[config.mk]
export PLATFORM = sky130hd
export DESIGN_NAME = alu_arbiter_flat
export DESIGN_NICKNAME = d
export VERILOG_FILES = /design/src/rtl/alu_arbiter_if.sv /design/src/rtl/alu_arbiter.sv /design/src/flat_wrapper.sv
export SDC_FILE = /design/constraint.sdc
export NUM_CORES = 1
export LEC_CHECK = 0
export BUFFER_PORTS_ARGS = -buffer_cell sky130_fd_sc_hd__clkbuf_2
export CAP_MARGIN = 25
export CORE_AREA = 4 4 108 110
export CTS_CLUSTER_DIAMETER = 100
export DETAILED_ROUTE_END_ITERATION = 10
export DIE_AREA = 0 0 112 114
export PLACE_DENSITY = 0.75
export RECOVER_POWER = 50
export SYNTH_ARGS = -nofsm -noshare
export SYNTH_HDL_FRONTEND = slang
export SYNTH_SLANG_ARGS = --single-unit
[constraint.sdc]
create_clock -name clk -period 2.5 [get_ports clk]
set_input_delay 0 -clock clk [delete_from_list [all_inputs] [get_ports clk]]
set_output_delay 0 -clock clk [all_outputs]
set_load 0.005 [all_outputs]
[src/rtl/alu_arbiter_if.sv]
// Request/response and shared-ALU signal bundle for alu_arbiter.
// slave = arbiter side, master = requesters plus the shared ALU.
interface alu_arbiter_if #(
  parameter int DATA_W = 32
);
  logic              req0_valid;
  logic              req1_valid;
  logic              req0_ready;
  logic              req1_ready;
  logic [DATA_W-1:0] req0_a;
  logic [DATA_W-1:0] req0_b;
  logic [DATA_W-1:0] req1_a;
  logic [DATA_W-1:0] req1_b;
  logic [3:0]        req0_op;
  logic [3:0]        req1_op;
  logic              rsp0_valid;
  logic              rsp1_valid;
  logic              rsp0_ready;
  logic              rsp1_ready;
  logic [DATA_W-1:0] rsp_result;
  logic              rsp_zero;
  logic [DATA_W-1:0] alu_in1;
  logic [DATA_W-1:0] alu_in2;
  logic [3:0]        alu_ctrl;
  logic [DATA_W-1:0] alu_result;
  logic              alu_zero;

  modport slave (
    input  req0_valid, req1_valid, req0_a, req0_b, req1_a, req1_b,
           req0_op, req1_op, rsp0_ready, rsp1_ready, alu_result, alu_zero,
    output req0_ready, req1_ready, rsp0_valid, rsp1_valid, rsp_result,
           rsp_zero, alu_in1, alu_in2, alu_ctrl
  );

  modport master (
    output req0_valid, req1_valid, req0_a, req0_b, req1_a, req1_b,
           req0_op, req1_op, rsp0_ready, rsp1_ready, alu_result, alu_zero,
    input  req0_ready, req1_ready, rsp0_valid, rsp1_valid, rsp_result,
           rsp_zero, alu_in1, alu_in2, alu_ctrl
  );
endinterface

[src/rtl/alu_arbiter.sv]
// Two-requester arbiter sharing one combinational ALU (IDLE -> EXEC -> RESP).
// Define ALU_ARB_FIXED_PRIO_EN for fixed priority to requester 0; default is round-robin.
module alu_arbiter #(
  parameter int DATA_W = 32
) (
  input  logic         clk,
  input  logic         rst_n,
  alu_arbiter_if.slave bus
);
  typedef enum logic [1:0] {IDLE, EXEC, RESP} state_t;

  state_t            state;
  logic              owner;
  logic              grant1;
  logic              hs;
  logic              owner_rsp_ready;
  logic [DATA_W-1:0] sel_a;
  logic [DATA_W-1:0] sel_b;
  logic [3:0]        sel_op;

`ifndef ALU_ARB_FIXED_PRIO_EN
  logic last_grant;
  // On contention, requester 1 wins only if requester 0 was granted last.
  assign grant1 = bus.req1_valid && (!bus.req0_valid || !last_grant);
`else
  assign grant1 = bus.req1_valid && !bus.req0_valid;
`endif

  assign bus.req0_ready  = (state == IDLE) && bus.req0_valid && !grant1;
  assign bus.req1_ready  = (state == IDLE) && grant1;
  assign hs              = bus.req0_ready || bus.req1_ready;
  assign sel_a           = grant1 ? bus.req1_a  : bus.req0_a;
  assign sel_b           = grant1 ? bus.req1_b  : bus.req0_b;
  assign sel_op          = grant1 ? bus.req1_op : bus.req0_op;
  assign owner_rsp_ready = owner ? bus.rsp1_ready : bus.rsp0_ready;

  always_ff @(posedge clk) begin
    if (!rst_n) begin
      state          <= IDLE;
      owner          <= 1'b0;
      bus.rsp0_valid <= 1'b0;
      bus.rsp1_valid <= 1'b0;
      bus.rsp_result <= '0;
      bus.rsp_zero   <= 1'b0;
      bus.alu_in1    <= '0;
      bus.alu_in2    <= '0;
      bus.alu_ctrl   <= '0;
`ifndef ALU_ARB_FIXED_PRIO_EN
      last_grant     <= 1'b1;
`endif
    end else begin
      case (state)
        IDLE: begin
          if (hs) begin
            bus.alu_in1  <= sel_a;
            bus.alu_in2  <= sel_b;
            bus.alu_ctrl <= sel_op;
            owner        <= grant1;
`ifndef ALU_ARB_FIXED_PRIO_EN
            last_grant   <= grant1;
`endif
            state        <= EXEC;
          end
        end
        EXEC: begin
          bus.rsp_result <= bus.alu_result;
          bus.rsp_zero   <= bus.alu_zero;
          if (owner) bus.rsp1_valid <= 1'b1;
          else       bus.rsp0_valid <= 1'b1;
          state          <= RESP;
        end
        RESP: begin
          // Only the owner's ready releases the held result.
          if (owner_rsp_ready) begin
            bus.rsp0_valid <= 1'b0;
            bus.rsp1_valid <= 1'b0;
            state          <= IDLE;
          end
        end
        default: state <= IDLE;
      endcase
    end
  end
endmodule

[src/flat_wrapper.sv]
// flat-port wrapper written by rule: the top's interface ports become plain ports
module alu_arbiter_flat 
#(
  parameter int DATA_W = 32
)
  (clk, rst_n, bus_req0_valid, bus_req1_valid, bus_req0_a, bus_req0_b, bus_req1_a, bus_req1_b, bus_req0_op, bus_req1_op, bus_rsp0_ready, bus_rsp1_ready, bus_alu_result, bus_alu_zero, bus_req0_ready, bus_req1_ready, bus_rsp0_valid, bus_rsp1_valid, bus_rsp_result, bus_rsp_zero, bus_alu_in1, bus_alu_in2, bus_alu_ctrl);
  alu_arbiter_if #(.DATA_W(DATA_W)) bus_i ();
  input  logic clk;
  input  logic rst_n;
  input wire logic [$bits(bus_i.req0_valid)-1:0] bus_req0_valid;
  input wire logic [$bits(bus_i.req1_valid)-1:0] bus_req1_valid;
  input wire logic [$bits(bus_i.req0_a)-1:0] bus_req0_a;
  input wire logic [$bits(bus_i.req0_b)-1:0] bus_req0_b;
  input wire logic [$bits(bus_i.req1_a)-1:0] bus_req1_a;
  input wire logic [$bits(bus_i.req1_b)-1:0] bus_req1_b;
  input wire logic [$bits(bus_i.req0_op)-1:0] bus_req0_op;
  input wire logic [$bits(bus_i.req1_op)-1:0] bus_req1_op;
  input wire logic [$bits(bus_i.rsp0_ready)-1:0] bus_rsp0_ready;
  input wire logic [$bits(bus_i.rsp1_ready)-1:0] bus_rsp1_ready;
  input wire logic [$bits(bus_i.alu_result)-1:0] bus_alu_result;
  input wire logic [$bits(bus_i.alu_zero)-1:0] bus_alu_zero;
  output wire logic [$bits(bus_i.req0_ready)-1:0] bus_req0_ready;
  output wire logic [$bits(bus_i.req1_ready)-1:0] bus_req1_ready;
  output wire logic [$bits(bus_i.rsp0_valid)-1:0] bus_rsp0_valid;
  output wire logic [$bits(bus_i.rsp1_valid)-1:0] bus_rsp1_valid;
  output wire logic [$bits(bus_i.rsp_result)-1:0] bus_rsp_result;
  output wire logic [$bits(bus_i.rsp_zero)-1:0] bus_rsp_zero;
  output wire logic [$bits(bus_i.alu_in1)-1:0] bus_alu_in1;
  output wire logic [$bits(bus_i.alu_in2)-1:0] bus_alu_in2;
  output wire logic [$bits(bus_i.alu_ctrl)-1:0] bus_alu_ctrl;
  assign bus_i.req0_valid = bus_req0_valid;
  assign bus_i.req1_valid = bus_req1_valid;
  assign bus_i.req0_a = bus_req0_a;
  assign bus_i.req0_b = bus_req0_b;
  assign bus_i.req1_a = bus_req1_a;
  assign bus_i.req1_b = bus_req1_b;
  assign bus_i.req0_op = bus_req0_op;
  assign bus_i.req1_op = bus_req1_op;
  assign bus_i.rsp0_ready = bus_rsp0_ready;
  assign bus_i.rsp1_ready = bus_rsp1_ready;
  assign bus_i.alu_result = bus_alu_result;
  assign bus_i.alu_zero = bus_alu_zero;
  assign bus_req0_ready = bus_i.req0_ready;
  assign bus_req1_ready = bus_i.req1_ready;
  assign bus_rsp0_valid = bus_i.rsp0_valid;
  assign bus_rsp1_valid = bus_i.rsp1_valid;
  assign bus_rsp_result = bus_i.rsp_result;
  assign bus_rsp_zero = bus_i.rsp_zero;
  assign bus_alu_in1 = bus_i.alu_in1;
  assign bus_alu_in2 = bus_i.alu_in2;
  assign bus_alu_ctrl = bus_i.alu_ctrl;
  alu_arbiter #(.DATA_W(DATA_W)) u_core (.clk(clk), .rst_n(rst_n), .bus(bus_i));
endmodule
; ---- Yosys cells after proc, flatten, opt, wreduce, memory -nomap -nowiden
; Cells that the tools add are included.
[op_classes]
muxes = 12
n_eq_ne = 6
reduce_logical = 15
[ops]
columns = op, n
row1 = 32-bit 2-to-1 mux, 2
row2 = 2-bit by 1-bit inequality test with 1-bit output (second input constant), 3
row3 = 2-bit case mux with 3 select lines, 1
row4 = 3-bit AND reduction, 2
row5 = 1-bit logical AND, 4
row6 = 1-bit 2-to-1 mux, 4
row7 = 2-bit 2-to-1 mux, 2
row8 = 4-bit 2-to-1 mux, 1
row9 = 1-bit case mux with 2 select lines, 2
row10 = 2-bit AND reduction, 2
row11 = 1-bit zero test, 3
row12 = 2-bit by 1-bit equality test with 1-bit output (second input constant), 1
row13 = 2-bit equality test (second input constant), 1
row14 = 2-bit zero test, 1
row15 = 1-bit logical OR, 2
row16 = 2-bit inequality test (second input constant), 1
row17 = 2-bit nonzero test, 1
[totals]
regBits = 107
wordCells = 43
in_bits = 175
out_inout_bits = 105

; ---- Depth between registers and ports, before layout
[logic_depth]
word_depth = 8
mapped_depth = 7
ltp_nobuf = 3

; ---- Worst setup path after synthesis
; Ideal clock, no wire load.
[synth_timing]
kind = register to register
from = reg u_core.state[0]
to = reg u_core.bus.alu_in1[18] in the netlist's numbering
t_required_ns = 2.353
slack_ns = 1.056
setup_time_ns = 0.147
path_stages_with_launch = 8
arrival_time_ns = 1.297
path_buffers = 4
synth_period_minus_slack_ns = 1.444
path_cell_list = dfxtp_1 > clkbuf_1 > nor2_2 > and2_1 > buf_2 > buf_6 > buf_6 > a311oi_2
[synth_between]
elab_chain_len = 5
elab_cells_between_ends = 6
classes_between = reduce/logical (6)
[synth_lines]
columns = element, line_no
row1 = start: declaration, alu_arbiter.sv:12  ; state_t state;
row2 = start signal: assignment, alu_arbiter.sv:39  ; state <= IDLE;
row3 = start signal: assignment, alu_arbiter.sv:62  ; state <= EXEC;
row4 = start signal: assignment, alu_arbiter.sv:70  ; state <= RESP;
row5 = 2-bit zero test (*), "alu_arbiter.sv:29, alu_arbiter.sv:30, alu_arbiter.sv:52"
row6 = 1-bit logical AND (2 in a row), alu_arbiter.sv:29  ; assign bus.req0_ready = (state == IDLE) && bus.req0_valid && !grant1;
row7 = 1-bit logical OR, alu_arbiter.sv:31  ; assign hs = bus.req0_ready || bus.req1_ready;
row8 = 2-bit AND reduction (no source line) (*), --
row9 = end signal: assignment, alu_arbiter.sv:55  ; bus.alu_in1 <= sel_a;
row10 = end: declaration, alu_arbiter_if.sv:32  ; rsp_zero, alu_in1, alu_in2, alu_ctrl
; Mark *: on every way between the ends. The rest lies on a longest branch, timed or not.
; A chain may end at the register's enable or synchronous reset.

; ---- Worst setup path after layout
[layout_timing]
from = reg u_core.state[1]
to = reg u_core.bus.alu_ctrl[1] in the netlist's numbering
[layout_between]
elab_chain_len = 5
elab_cells_between_ends = 6
classes_between = reduce/logical (6)
[layout_lines]
columns = element, line_no
row1 = 2-bit zero test (*), "alu_arbiter.sv:29, alu_arbiter.sv:30, alu_arbiter.sv:52"
row2 = 1-bit logical AND (2 in a row), alu_arbiter.sv:29
row3 = 1-bit logical OR, alu_arbiter.sv:31
row4 = 2-bit AND reduction (no source line) (*), --
row5 = end signal: assignment, alu_arbiter.sv:57  ; bus.alu_ctrl <= sel_op;
row6 = end: declaration, alu_arbiter_if.sv:32
; Marks and branches as above.

==> impl_metrics.ini <==
[route]
via_count = 6127
dr.first_iter.drc_count = 652
viasPerCell = 5.44
drt_wl_total_mm = 19.2
post_drt_wl_per_cell_um = 17.1
ant_nets = 0
dr.pass1.iters = 7
drc = 0

[cts]
cts_tree = done
htree_levels = 3
cts.clk_slew.worst_paths_ps = 100
cts.sink_count = 107
cts_buffer_depth = 2
numCtsBuffers = 9
insertion_delay_ps = 360
root_buffer = clkbuf_8

[cells_and_area]
fillers = 740
drive_gt1_share_pct = 26.4
regArea_um2 = 2140
final_nets = 1157
multiInputGateArea_um2 = 2160
area_growth_pct = 72.4

[timing]
period_needed_ps = 2400
finalClockSkew_ps = 11.8
rsz0062_at_grt = false
fin_ws_ps = 101
hold_viol = 0
worst_slew_pin_slew_ps = 778
min_period_over_period_pct = 96.0
fin_tns_setup_ps = 0
setup_violations = 0
max_freq_ghz = 0.417
slew_violations = 0
slew-limit-headroom_pct = 48.1

[worst_setup_path]
r2r_cells = 5
cpMaxStageDelayCell = dlygate4sd3_1
crit_fanout = 72
crit_chain = nor2_4, buf_4, a21oi_1, a311oi_1, dlygate4sd3_1
required_ps = 2800
cp_slowest_stage_delay_ps = 610
arrival_ps = 2700
crit_family = buffers and inverters
start_kind = flip-flop
crit_type = flip-flop to flip-flop
path_depth = 5
critPathBufInv = 2
cp-end-kind = flip-flop

[synth]
synth_seq_area_share_pct = 47.1
synthTopCellsByCount = nand2_1 (202), dfxtp_1 (107), a21oi_1 (105), a311oi_1 (48), clkbuf_1 (43)
async_flop_share_pct = 0
synth_mux_area_share_pct = 0.220
synth_area_leaders = dfxtp_1 (47%), nand2_1 (17%), a21oi_1 (12%)
synth_top_family_by_area = compound AO/OA/AOI/OAI gates
synth_xor_area_share_pct = 0
synth_fp_nets = 740
synth_cells = 565
post-synth-top-area-cell = dfxtp_1
syn-cell-area_um2 = 4550
avgSynthCellArea_um2 = 8.05
yosysUniqueCellTypes = 25
synthFlopType = dfxtp_1
synth-edff-count = 0
synth_most_common_cell = nand2_1
ys_ff_latch = 107
synth_compound_area_share_pct = 28.3
synth-simple-area-share_pct = 18.6
synthAdderAreaFrac_pct = 0
yosys.area.top_type_share_pct = 47.1
synth_warnings = 0

[global_routing]
first_global_vias = 6218
track_usage_pct = 29.0
grt_pass1_wl_mm = 30.5
grt_antenna_before_repair = 1
grt_overflow_total = 0
grt_start_max_net_pins = 73

[die]
fp-row-count = 38
io_pins = 280
die-height_um = 114
core_um2 = 10700
start_util_pct = 42.5
dieArea_um2 = 12800
die_width_um = 112

[flow_run]
max_cap_viol_count = 0

[placed_design]
gp_congestion = 0.881
post-dp-hpwl_mm = 11.2
port_buffers = 279
dp_slack_ps = 824

[run_status]
outcome = finished, final reports clean

[pwr]
p_leak_nw = 3.50
peakVddDrop_v = 0.000386
power_density_nw_per_um2 = 558

[hold_path]
hold_depth = 4
hold_path.class = input port to flip-flop
==> per-stage QoR <==
| step | instance area (um2) | hold WS, ps | util (%) | std cells | power, mW |
|---|---|---|---|---|---|
| final | 7850 | 42.1 | 73.4 | 1127 | 4.38 |
| after global placement | 6040 | 225 | 56.4 | 939 | 3.01 |
| after CTS | 7940 | 24.8 | 74.2 | 1126 | 4.37 |
| after global routing | 7850 | 67.9 | 73.4 | 1127 | 4.58 |
| after detailed placement | 6040 | 233 | 56.4 | 939 | 3.04 |
| after floorplan | 4550 | 76.2 | - | 565 | 2.57 |
==> final timing paths <==
check	to	slack, ps	startpoint
setup / recovery	u_core.bus.alu_ctrl[1]	100	u_core.state[1]
hold / removal	u_core.state[1]	40	bus_rsp1_ready
setup reg to reg	u_core.bus.alu_ctrl[1]	100	u_core.state[1]
hold reg to reg	u_core.bus.rsp_result[7]	460	u_core.bus.rsp_result[7]
==> flip-flops by register name, summed over array words and instances (netlist names) <==
register / count
u_core.owner: 1
u_core.bus.rsp1_valid: 1
u_core.bus.rsp_result: 32
u_core.bus.alu_in1: 32
u_core.bus.alu_ctrl: 4
u_core.state: 2
u_core.bus.rsp_zero: 1
u_core.last_grant: 1
u_core.bus.rsp0_valid: 1
u_core.bus.alu_in2: 32
==> routing by layer <==
metal  track usage (%)  routed length [um]
met1              32.7                6900
met2              51.2                9620
met3              7.59                2000
met4              13.8                 724
met5                 0                   0
==> final cells by class <==
type                    instances  area share (%)
diodes                          1          0.0319
clock buffers                   9            1.58
clock inverters                 6           0.733
inverters                       3           0.159
multi-input cells             397            27.6
flip-flops and latches        107            27.3
well taps                     140            2.23
repair buffers                464            40.4
==> tightest hold or removal path: stages <==
cell	delay (ps)
clkbuf_2	110
mux2i_1	90
nand3b_1	90
a21oi_1	60
==> cells by family after synthesis <==
family,count (synthesis)
flops,107
mux,1
simple gates,217
compound gates,179
buf+inv,61
==> cell usage in the layout (no fill, tap or decap), types with 3 or more instances in the layout <==
cell type,synthesis,routed
clkbuf_2,1,204
nand2_1,202,202
dlygate4sd3_1,0,172
dfxtp_1,107,107
a21oi_1,105,105
clkbuf_1,43,74
a311oi_1,48,48
a311oi_2,20,20
clkbuf_8,0,9
buf_4,0,9
clkinv_2,0,5
nor3_1,4,4
buf_12,0,4
o21ai_0,3,3
==> repair_timing <==
action                                 in CTS  in global routing
hold buffers                              172                  0
resized for setup                           0                  0
endpoints found under the hold margin     106                  0
buffers inserted                            0                  0
==> power by group <==
group	leakage [nW]	internal, mW	total, mW	switching, mW
clock network	0.0946	0.452	1.03	0.574
registers	0.884	1.89	2.01	0.122
logic	2.52	0.687	1.34	0.652
(Power assumes the default switching activity.)
